$ cat src/rtl/pattern_lock_controller.sv
// pattern_lock_controller: multi-digit code entry, compare, reprogram and lockout FSM driving the RGB LED (lockout gated by PATTERN_LOCK_LOCKOUT_EN).
// action_in at cycle N updates state/idx/LEDs at edge N+1; no backpressure, action_in is dropped in PASS/FAIL/LOCKOUT.
module pattern_lock_controller #(
  parameter int PATTERN_LEN    = 4,
  parameter int MAX_FAILS      = 3,
  parameter int RESULT_CYCLES  = 50_000_000,
  parameter int LOCKOUT_CYCLES = 500_000_000
) (
  input  logic       clk,
  input  logic       reset,
  input  logic       action_in,
  input  logic       program_in,
  input  logic [3:0] code_in,
  output logic       led_r_out,
  output logic       led_g_out,
  output logic       led_b_out
);

  localparam int IDX_W   = (PATTERN_LEN > 1) ? $clog2(PATTERN_LEN) : 1;
  localparam int TMR_MAX = (RESULT_CYCLES > LOCKOUT_CYCLES) ? RESULT_CYCLES : LOCKOUT_CYCLES;
  localparam int TMR_W   = $clog2(TMR_MAX + 1);

  localparam logic [IDX_W-1:0] LAST_IDX    = IDX_W'(PATTERN_LEN - 1);
  localparam logic [3:0]       FAIL_SAT    = 4'(MAX_FAILS);
  localparam logic [TMR_W-1:0] RESULT_LOAD = TMR_W'(RESULT_CYCLES - 1);
`ifdef PATTERN_LOCK_LOCKOUT_EN
  localparam logic [TMR_W-1:0] LOCKOUT_LOAD = TMR_W'(LOCKOUT_CYCLES - 1);
`endif

  typedef enum logic [2:0] {ENTER, PASS, FAIL, LOCKOUT, PROGRAM} state_t;

  state_t           state, state_nxt;
  logic [IDX_W-1:0] idx, idx_nxt;
  logic             mismatch, mismatch_nxt;
  logic [3:0]       fail_cnt, fail_cnt_nxt;
  logic [TMR_W-1:0] timer, timer_nxt;
  logic [3:0]       pattern [PATTERN_LEN];
  logic             pat_we;
  logic             digit_diff;

  // LED bits are {r, g, b}
  function automatic logic [2:0] led_decode(input state_t s, input logic [IDX_W-1:0] i);
    logic [2:0] leds;
    leds = 3'b000;
    case (s)
      ENTER:   leds = {2'b00, (i != '0)};
      PASS:    leds = 3'b010;
      FAIL:    leds = 3'b100;
      LOCKOUT: leds = 3'b101;
      PROGRAM: leds = 3'b011;
      default: leds = 3'b000;
    endcase
    return leds;
  endfunction

  always_comb begin
    state_nxt    = state;
    idx_nxt      = idx;
    mismatch_nxt = mismatch;
    fail_cnt_nxt = fail_cnt;
    timer_nxt    = timer;
    pat_we       = 1'b0;
    digit_diff   = (code_in != pattern[idx]);
    case (state)
      ENTER: begin
        if (action_in) begin
          if (idx == LAST_IDX) begin
            idx_nxt      = '0;
            mismatch_nxt = 1'b0;
            timer_nxt    = RESULT_LOAD;
            if (!mismatch && !digit_diff) begin
              state_nxt    = PASS;
              fail_cnt_nxt = 4'd0;
            end else begin
              state_nxt    = FAIL;
              fail_cnt_nxt = (fail_cnt == FAIL_SAT) ? fail_cnt : fail_cnt + 4'd1;
            end
          end else begin
            mismatch_nxt = mismatch | digit_diff;
            idx_nxt      = idx + 1'b1;
          end
        end
      end
      PASS: begin
        if (timer == '0) state_nxt = program_in ? PROGRAM : ENTER;
        else             timer_nxt = timer - 1'b1;
      end
      FAIL: begin
        if (timer == '0) begin
`ifdef PATTERN_LOCK_LOCKOUT_EN
          if (fail_cnt == FAIL_SAT) begin
            state_nxt = LOCKOUT;
            timer_nxt = LOCKOUT_LOAD;
          end else begin
            state_nxt = ENTER;
          end
`else
          state_nxt = ENTER;
`endif
        end else begin
          timer_nxt = timer - 1'b1;
        end
      end
      LOCKOUT: begin
        if (timer == '0) begin
          state_nxt    = ENTER;
          fail_cnt_nxt = 4'd0;
        end else begin
          timer_nxt = timer - 1'b1;
        end
      end
      PROGRAM: begin
        if (action_in) begin
          pat_we = 1'b1;
          if (idx == LAST_IDX) begin
            idx_nxt   = '0;
            state_nxt = ENTER;
          end else begin
            idx_nxt = idx + 1'b1;
          end
        end
      end
      default: state_nxt = ENTER;
    endcase
  end

  // Reset also restores the default pattern, discarding any partial reprogramming
  always_ff @(posedge clk) begin
    if (reset) begin
      state    <= ENTER;
      idx      <= '0;
      mismatch <= 1'b0;
      fail_cnt <= 4'd0;
      timer    <= '0;
      for (int i = 0; i < PATTERN_LEN; i++) pattern[i] <= 4'(i);
      {led_r_out, led_g_out, led_b_out} <= 3'b000;
    end else begin
      state    <= state_nxt;
      idx      <= idx_nxt;
      mismatch <= mismatch_nxt;
      fail_cnt <= fail_cnt_nxt;
      timer    <= timer_nxt;
      if (pat_we) pattern[idx] <= code_in;
      {led_r_out, led_g_out, led_b_out} <= led_decode(state_nxt, idx_nxt);
    end
  end

endmodule
$ cat config.mk
export PLATFORM = sky130hd
export DESIGN_NAME = pattern_lock_controller
export DESIGN_NICKNAME = d
export VERILOG_FILES = /design/src/rtl/pattern_lock_controller.sv
export SDC_FILE = /design/constraint.sdc
export NUM_CORES = 1
export LEC_CHECK = 0
export BUFFER_PORTS_ARGS = -buffer_cell sky130_fd_sc_hd__buf_2
export CORE_MARGIN = 1.5
export CORE_UTILIZATION = 61
export CTS_CLUSTER_DIAMETER = 30
export DETAILED_ROUTE_END_ITERATION = 8
export GPL_ROUTABILITY_DRIVEN = 0
export HOLD_SLACK_MARGIN = 0.03
export PLACE_DENSITY_LB_ADDON = 0.12
export SYNTH_ARGS = -nofsm -noshare
export SYNTH_HDL_FRONTEND = slang
export SYNTH_SLANG_ARGS = --single-unit
$ cat constraint.sdc
create_clock -name clk -period 2.99 [get_ports clk]
set_input_delay 0.299 -clock clk [delete_from_list [all_inputs] [get_ports clk]]
set_output_delay 0.299 -clock clk [all_outputs]
set_load 0.02 [all_outputs]
==> results.json, run 1 <==
{
  "status": "complete, no violations",
  "nNetsFinal": 293,
  "dp_slack_ns": 0.633,
  "ant_nets": 0,
  "met2_usage_pct": 34.1,
  "grt_max_degree": 36,
  "place_hpwl_um": 3580,
  "avgSynthCellArea_um2": 9.53,
  "met1_usage_pct": 41.0,
  "htree_levels": 2,
  "synth_cells": 276,
  "grt_overflow": 0,
  "dieHeight_um": 68.7,
  "worst_slew_pin_slew_ns": 0.752,
  "slew_violations": 0,
  "drive_gt1_share_pct": 12.0,
  "fin_util_pct": 68.8,
  "fin_crit_ns": 2.47,
  "worstHoldPathCells": 3,
  "criticalPathCategory": "flip-flop to flip-flop",
  "r2r-end": "led_b_out",
  "reg2reg_depth": 8,
  "start_util_pct": 64.4,
  "die_area_um2": 4720,
  "design_area_um2": 2810,
  "wire_per_inst_um": 16.2,
  "syn-num-nets": 286,
  "placed_area_um2": 2720,
  "fmax_mhz": 405,
  "setup_violations": 0,
  "synth.distinct_cells": 42,
  "grtUsageTotal_pct": 25.5,
  "fp.dieW_um": 68.7,
  "final.period_utilization_pct": 82.5,
  "drt-total-wl_um": 5400,
  "relSlewSlack_pct": 49.5,
  "clockBufferDepth": 2,
  "met3_usage_pct": 5.52,
  "ys_async_sr_fraction_pct": 0,
  "ys.flop_type": "dfxtp_1",
  "cts_tree": "done",
  "grt_pass1_wl_um": 8740,
  "p_per_area_nw_per_um2": 487,
  "drtPass1Iterations": 5,
  "via_count": 2037,
  "worstSkewPairLatency_ns": 0.31,
  "final_cell_mix": "dfxtp_1 (38), nor2_1 (28), a21oi_1 (22)",
  "cts_sinks": 54,
  "ys_ff_latch": 54,
  "core.rowCount": 23,
  "hold_class": "input pin to flip-flop",
  "rsz0062_at_grt": "no",
  "port_buffers": 10,
  "io_pins": 11,
  "cp.arrival_ns": 2.69,
  "hold_viol_final": 0,
  "antenna_found_initial": 0,
  "path_clk_slew_ns": 0.10,
  "startpoint": "timer[0]",
  "rr_startpoint": "timer[0]",
  "end_kind": "flip-flop",
  "cts_root_buf": "clkbuf_8",
  "cts_setup_buffers": 0,
  "num_antenna_cells": 0,
  "cap_violations": 0,
  "coreArea_um2": 4090,
  "drt_iter0_markers": 255,
  "critPathMaxFanout": 7,
  "crit_required_ns": 3.21,
  "grt_pass1_vias": 1731,
  "total_leakage_power_nw": 0.990,
  "fillers": 332,
  "synth_warnings": 0,
  "syn_to_final_growth_pct": 6.85,
  "start_kind": "flip-flop",
  "synth-edff-count": 16,
  "worst_slack_ns": 0.524,
  "cts_buffers": 5,
  "yosysSeqAreaShare_pct": 47.2,
  "cts_resized": 0,
  "mappedNetlistArea_um2": 2630,
  "cts_hold_buf": 0,
  "drc": 0,
  "peakVddDrop_v": 0.000444,
  "r2r_setup_slack_ns": 0.52,
  "viasPerCell": 6.10,
  "setup_tns_ns": 0,
  "layout_commonest_cell": "dfxtp_1",
  "skew_ns": 0.00746,
  "top_usage_layer": "met1",
  "worst_hold_slack_ns": 0.306,
  "worstSetupEndpoint": "led_b_out"
}
## worst max-delay path, cell delays in order, from the launching register on
cell and delay [ns]:
dfxtp_1 0.36, inv_1 0.06, ha_1 0.14, nor3b_1 0.31, nor3b_2 0.32, and4_1 0.41, nor2_2 0.12, or4_1 0.55
o311ai_1 0.10
## cell usage after synthesis (2+ instances only)
master | number | share of area (%)
nor3b_1 | 5 | 1.4
or4_1 | 3 | 0.86
or2_2 | 4 | 0.95
nor3_1 | 17 | 3.2
o21ai_0 | 2 | 0.38
and2_1 | 14 | 3.3
mux2i_1 | 2 | 0.76
clkbuf_1 | 13 | 1.9
nor3_2 | 2 | 0.76
inv_1 | 2 | 0.29
a311oi_1 | 2 | 0.67
a21oi_1 | 22 | 4.2
nand3_1 | 10 | 1.9
nand2_1 | 11 | 1.6
xor2_1 | 17 | 5.7
or3_1 | 3 | 0.71
dfxtp_1 | 38 | 29
nand2b_1 | 7 | 1.7
mux4_2 | 3 | 2.6
nand4b_1 | 3 | 1.0
xnor2_1 | 12 | 4.0
a211oi_1 | 2 | 0.57
edfxtp_1 | 16 | 18
nor2_1 | 28 | 4.0
and3_1 | 5 | 1.2
a31oi_1 | 2 | 0.48
nor4_1 | 9 | 2.1
ha_1 | 2 | 0.95
nand4_1 | 7 | 1.7
## flip-flops by register name, indices dropped and copies added, names as in the netlist
signal and flops:
led_g_out 1, state 3, mismatch 1, idx 2
pattern 16, led_r_out 1, led_b_out 1, timer 29
## how the worst min path moves through the flow
stage | start | endpoint | slack [ns]
final | program_in | state[2] | 0.31
after global routing | code_in[1] | pattern[3][1] | 0.33
after CTS | program_in | state[2] | 0.28
after detailed placement | timer[28] | timer[28] | 0.44
after global placement | timer[28] | timer[28] | 0.44
after floorplan | timer[28] | timer[28] | 0.42
## cells by family (layout without fill, tap and decap cells)
| logic type | after synthesis | in the layout | synth area share [%] |
|---|---|---|---|
| adders and majority gates | 2 | 2 | 0.951 |
| and+or+nand+nor | 132 | 132 | 27.9 |
| AOI/OAI and AO/OA | 37 | 37 | 8.46 |
| xor gates and xnor gates | 29 | 29 | 9.65 |
| buffers and inverters | 17 | 25 | 2.57 |
| DFF | 54 | 54 | 47.2 |
| muxes | 5 | 5 | 3.33 |
## metrics by stage
stage | instances | power [mW]
after floorplan | 276 | 0.917
after global placement | 326 | 0.957
after detailed placement | 326 | 0.959
after CTS | 334 | 1.38
after global routing | 334 | 1.42
final | 334 | 1.37
## report_power, final
group / internal [mW] / switching (mW)
sequential: 0.766 / 0.0168
clock: 0.170 / 0.254
combinational: 0.0615 / 0.100
## area by class of cell
cell class	instances	area, µm²	share of cell area, %
Multi-Input combinational cell	205	1320	47.0
Sequential cell	54	1240	44.1
Timing Repair Buffer	14	80.1	2.85
Clock buffer	5	68.8	2.45
Tap cell	50	62.6	2.23
Clock inverter	3	25.0	0.890
Inverter	3	11.3	0.401
## layer usage
layer | up-vias | share of wire (%)
met5 | - | 0
met4 | 0 | 0.80
met3 | 4 | 5.5
met2 | 58 | 43
met1 | 963 | 51
li1 | 1012 | -
Note: power is estimated with default switching activity, not from simulation.
==> run 2, diff against run 1 <==
- clock period: 2.99 -> 2.5 ns (I/O delays scaled with it)
==> run 2 against run 1 <==
  * Design area up 2.4%
  * Die area unchanged
  * Core utilization up 1.6 points
  * Hold slack worse by 0.052 ns
  * Critical path depth down 2
  * Clock skew down 0.00083 ns
  * Non-clock buffer count up 7
  * Setup slack worse by 0.29 ns
  * Combinational power up 29%
  * Sequential power up 20%
  * Count of clock-buffer cells in the layout up 1
  * Critical path type unchanged
  * Critical endpoint unchanged
==> results.json, run 2 (same netlist as run 1, synthesis figures left out) <==
{
  "cts_resized": 0,
  "fmax_mhz": 441,
  "final_cell_mix": "dfxtp_1 (38), nor2_1 (28), a21oi_1 (22)",
  "fillers": 306,
  "core.rowCount": 23,
  "cts_sinks": 54,
  "wire_per_inst_um": 16.1,
  "critPathMaxFanout": 5,
  "ant_nets": 0,
  "syn_to_final_growth_pct": 9.37,
  "cp.arrival_ns": 2.49,
  "antenna_found_initial": 0,
  "power_frac_comb_pct": 12.3,
  "slowest_stage": "or4_4",
  "port_buffers": 10,
  "cap_violations": 0,
  "regMostFlops": "timer",
  "path_delay_family": "simple AND/OR/NAND/NOR gates",
  "nNetsFinal": 300,
  "p_int_mw": 1.26,
  "layout_commonest_cell": "dfxtp_1",
  "swShare_pct": 25.7,
  "hold_viol_final": 0,
  "dieHeight_um": 68.7,
  "worstPathCellList": "or4_4, nor3_2, and4_1, nor2_2, or4_1, o311ai_1",
  "grt_pass1_vias": 1935,
  "p_sw_mw": 0.438,
  "cts_setup_buffers": 0,
  "cts_root_buf": "clkbuf_8",
  "largest_reg_flops": 29,
  "setup_violations": 0,
  "grt_max_degree": 35,
  "place_hpwl_um": 3830,
  "drt_iter0_markers": 180,
  "io_pins": 11,
  "drive_gt1_share_pct": 14.1,
  "p_clk_share_pct": 32.6,
  "cts_buffers": 5,
  "grt_overflow": 0,
  "worst_hold_slack_ns": 0.254,
  "fin_crit_ns": 2.27,
  "worst-path-buf-inv": 0,
  "start_kind": "flip-flop",
  "drtPass1Iterations": 4,
  "p_per_area_nw_per_um2": 591,
  "path_clk_slew_ns": 0.10,
  "worstSkewPairLatency_ns": 0.32,
  "hold_class": "input pin to flip-flop",
  "fp.dieW_um": 68.7,
  "slew_violations": 0,
  "total_leakage_power_nw": 1.03,
  "die_area_um2": 4720,
  "relSlewSlack_pct": 53.1,
  "power_frac_seq_pct": 55.1,
  "clockBufferDepth": 2,
  "drc": 0,
  "cts_hold_buf": 0,
  "fin_util_pct": 70.4,
  "cts_tree": "done",
  "drt-total-wl_um": 5480,
  "start_util_pct": 64.4,
  "grt_pass1_wl_um": 9230,
  "criticalPathCategory": "flip-flop to flip-flop",
  "grtUsageTotal_pct": 26.8,
  "via_count": 2071,
  "skew_ns": 0.00663,
  "status": "complete, no violations",
  "setup_tns_ns": 0,
  "reg_top3": "timer: 29 flops, pattern: 16 flops, state: 3 flops",
  "rsz0062_at_grt": "no",
  "num_antenna_cells": 0,
  "end_kind": "flip-flop",
  "htree_levels": 2,
  "peakVddDrop_v": 0.000575,
  "final.period_utilization_pct": 90.7,
  "viasPerCell": 6.07,
  "crit_required_ns": 2.72,
  "slowest_delay_ns": 0.57,
  "coreArea_um2": 4090,
  "worst_slew_pin_slew_ns": 0.686
}
run 2: changes by cell type in the layout (fill, tap and decap cells not counted), sizes merged:
cell    before  now
buf         14   21
clkbuf       5    6
clkinv       2    1
run 2: through the flow:
| step | area, µm² | cells | worst slack, ns | power [mW] |
|---|---|---|---|---|
| CTS | 2880 | 341 | 0.238 | 1.70 |
| detailed placement | 2770 | 333 | 0.266 | 1.16 |
| global placement | 2770 | 333 | 0.316 | 1.16 |
| floorplan | 2630 | 276 | 0.312 | 1.10 |
| global route | 2880 | 341 | 0.119 | 1.77 |
| finish | 2880 | 341 | 0.233 | 1.70 |
run 2: power groups by stage:
stage	sequential, mW	clock (mW)	combinational, mW
2_1_floorplan	0.948	0	0.149
4_1_cts	0.937	0.556	0.206
5_1_grt	0.940	0.595	0.231
3_3_place_gp	0.955	0	0.203
6_report	0.937	0.554	0.209
3_5_place_dp	0.957	0	0.204
run 2: area by class of cell:
class	instances	area [µm²]	share of cell area (%)
Clock inverter	2	13.8	0.478
Sequential cell	54	1240	43.1
Timing Repair Buffer	21	133	4.61
Clock buffer	6	93.8	3.26
Multi-Input combinational cell	205	1320	46.0
Inverter	3	11.3	0.391
Tap cell	50	62.6	2.17
run 2: worst min-delay path: cells and delay by family:
kind,cells,cell delay (ns)
compound gates,1,0.10
buf+inv,1,0.09
simple gates,1,0.09
run 2: per-layer routing:
metal  vias up  GRT usage, %  wire, µm
li1       1031             -         -
met1       969          38.1      2600
met2        63          40.1      2460
met3         8          7.31       344
met4         0          7.50        78
met5         -             0         0
run 2: path summary, 6_finish.rpt:
path | start | end | slack, ns | cells after the start
max reg2reg | timer[21] | led_b_out | 0.23 | 6
max | timer[21] | led_b_out | 0.23 | 6
min | program_in | state[2] | 0.25 | 3
min reg2reg | timer[28] | timer[28] | 0.47 | 2
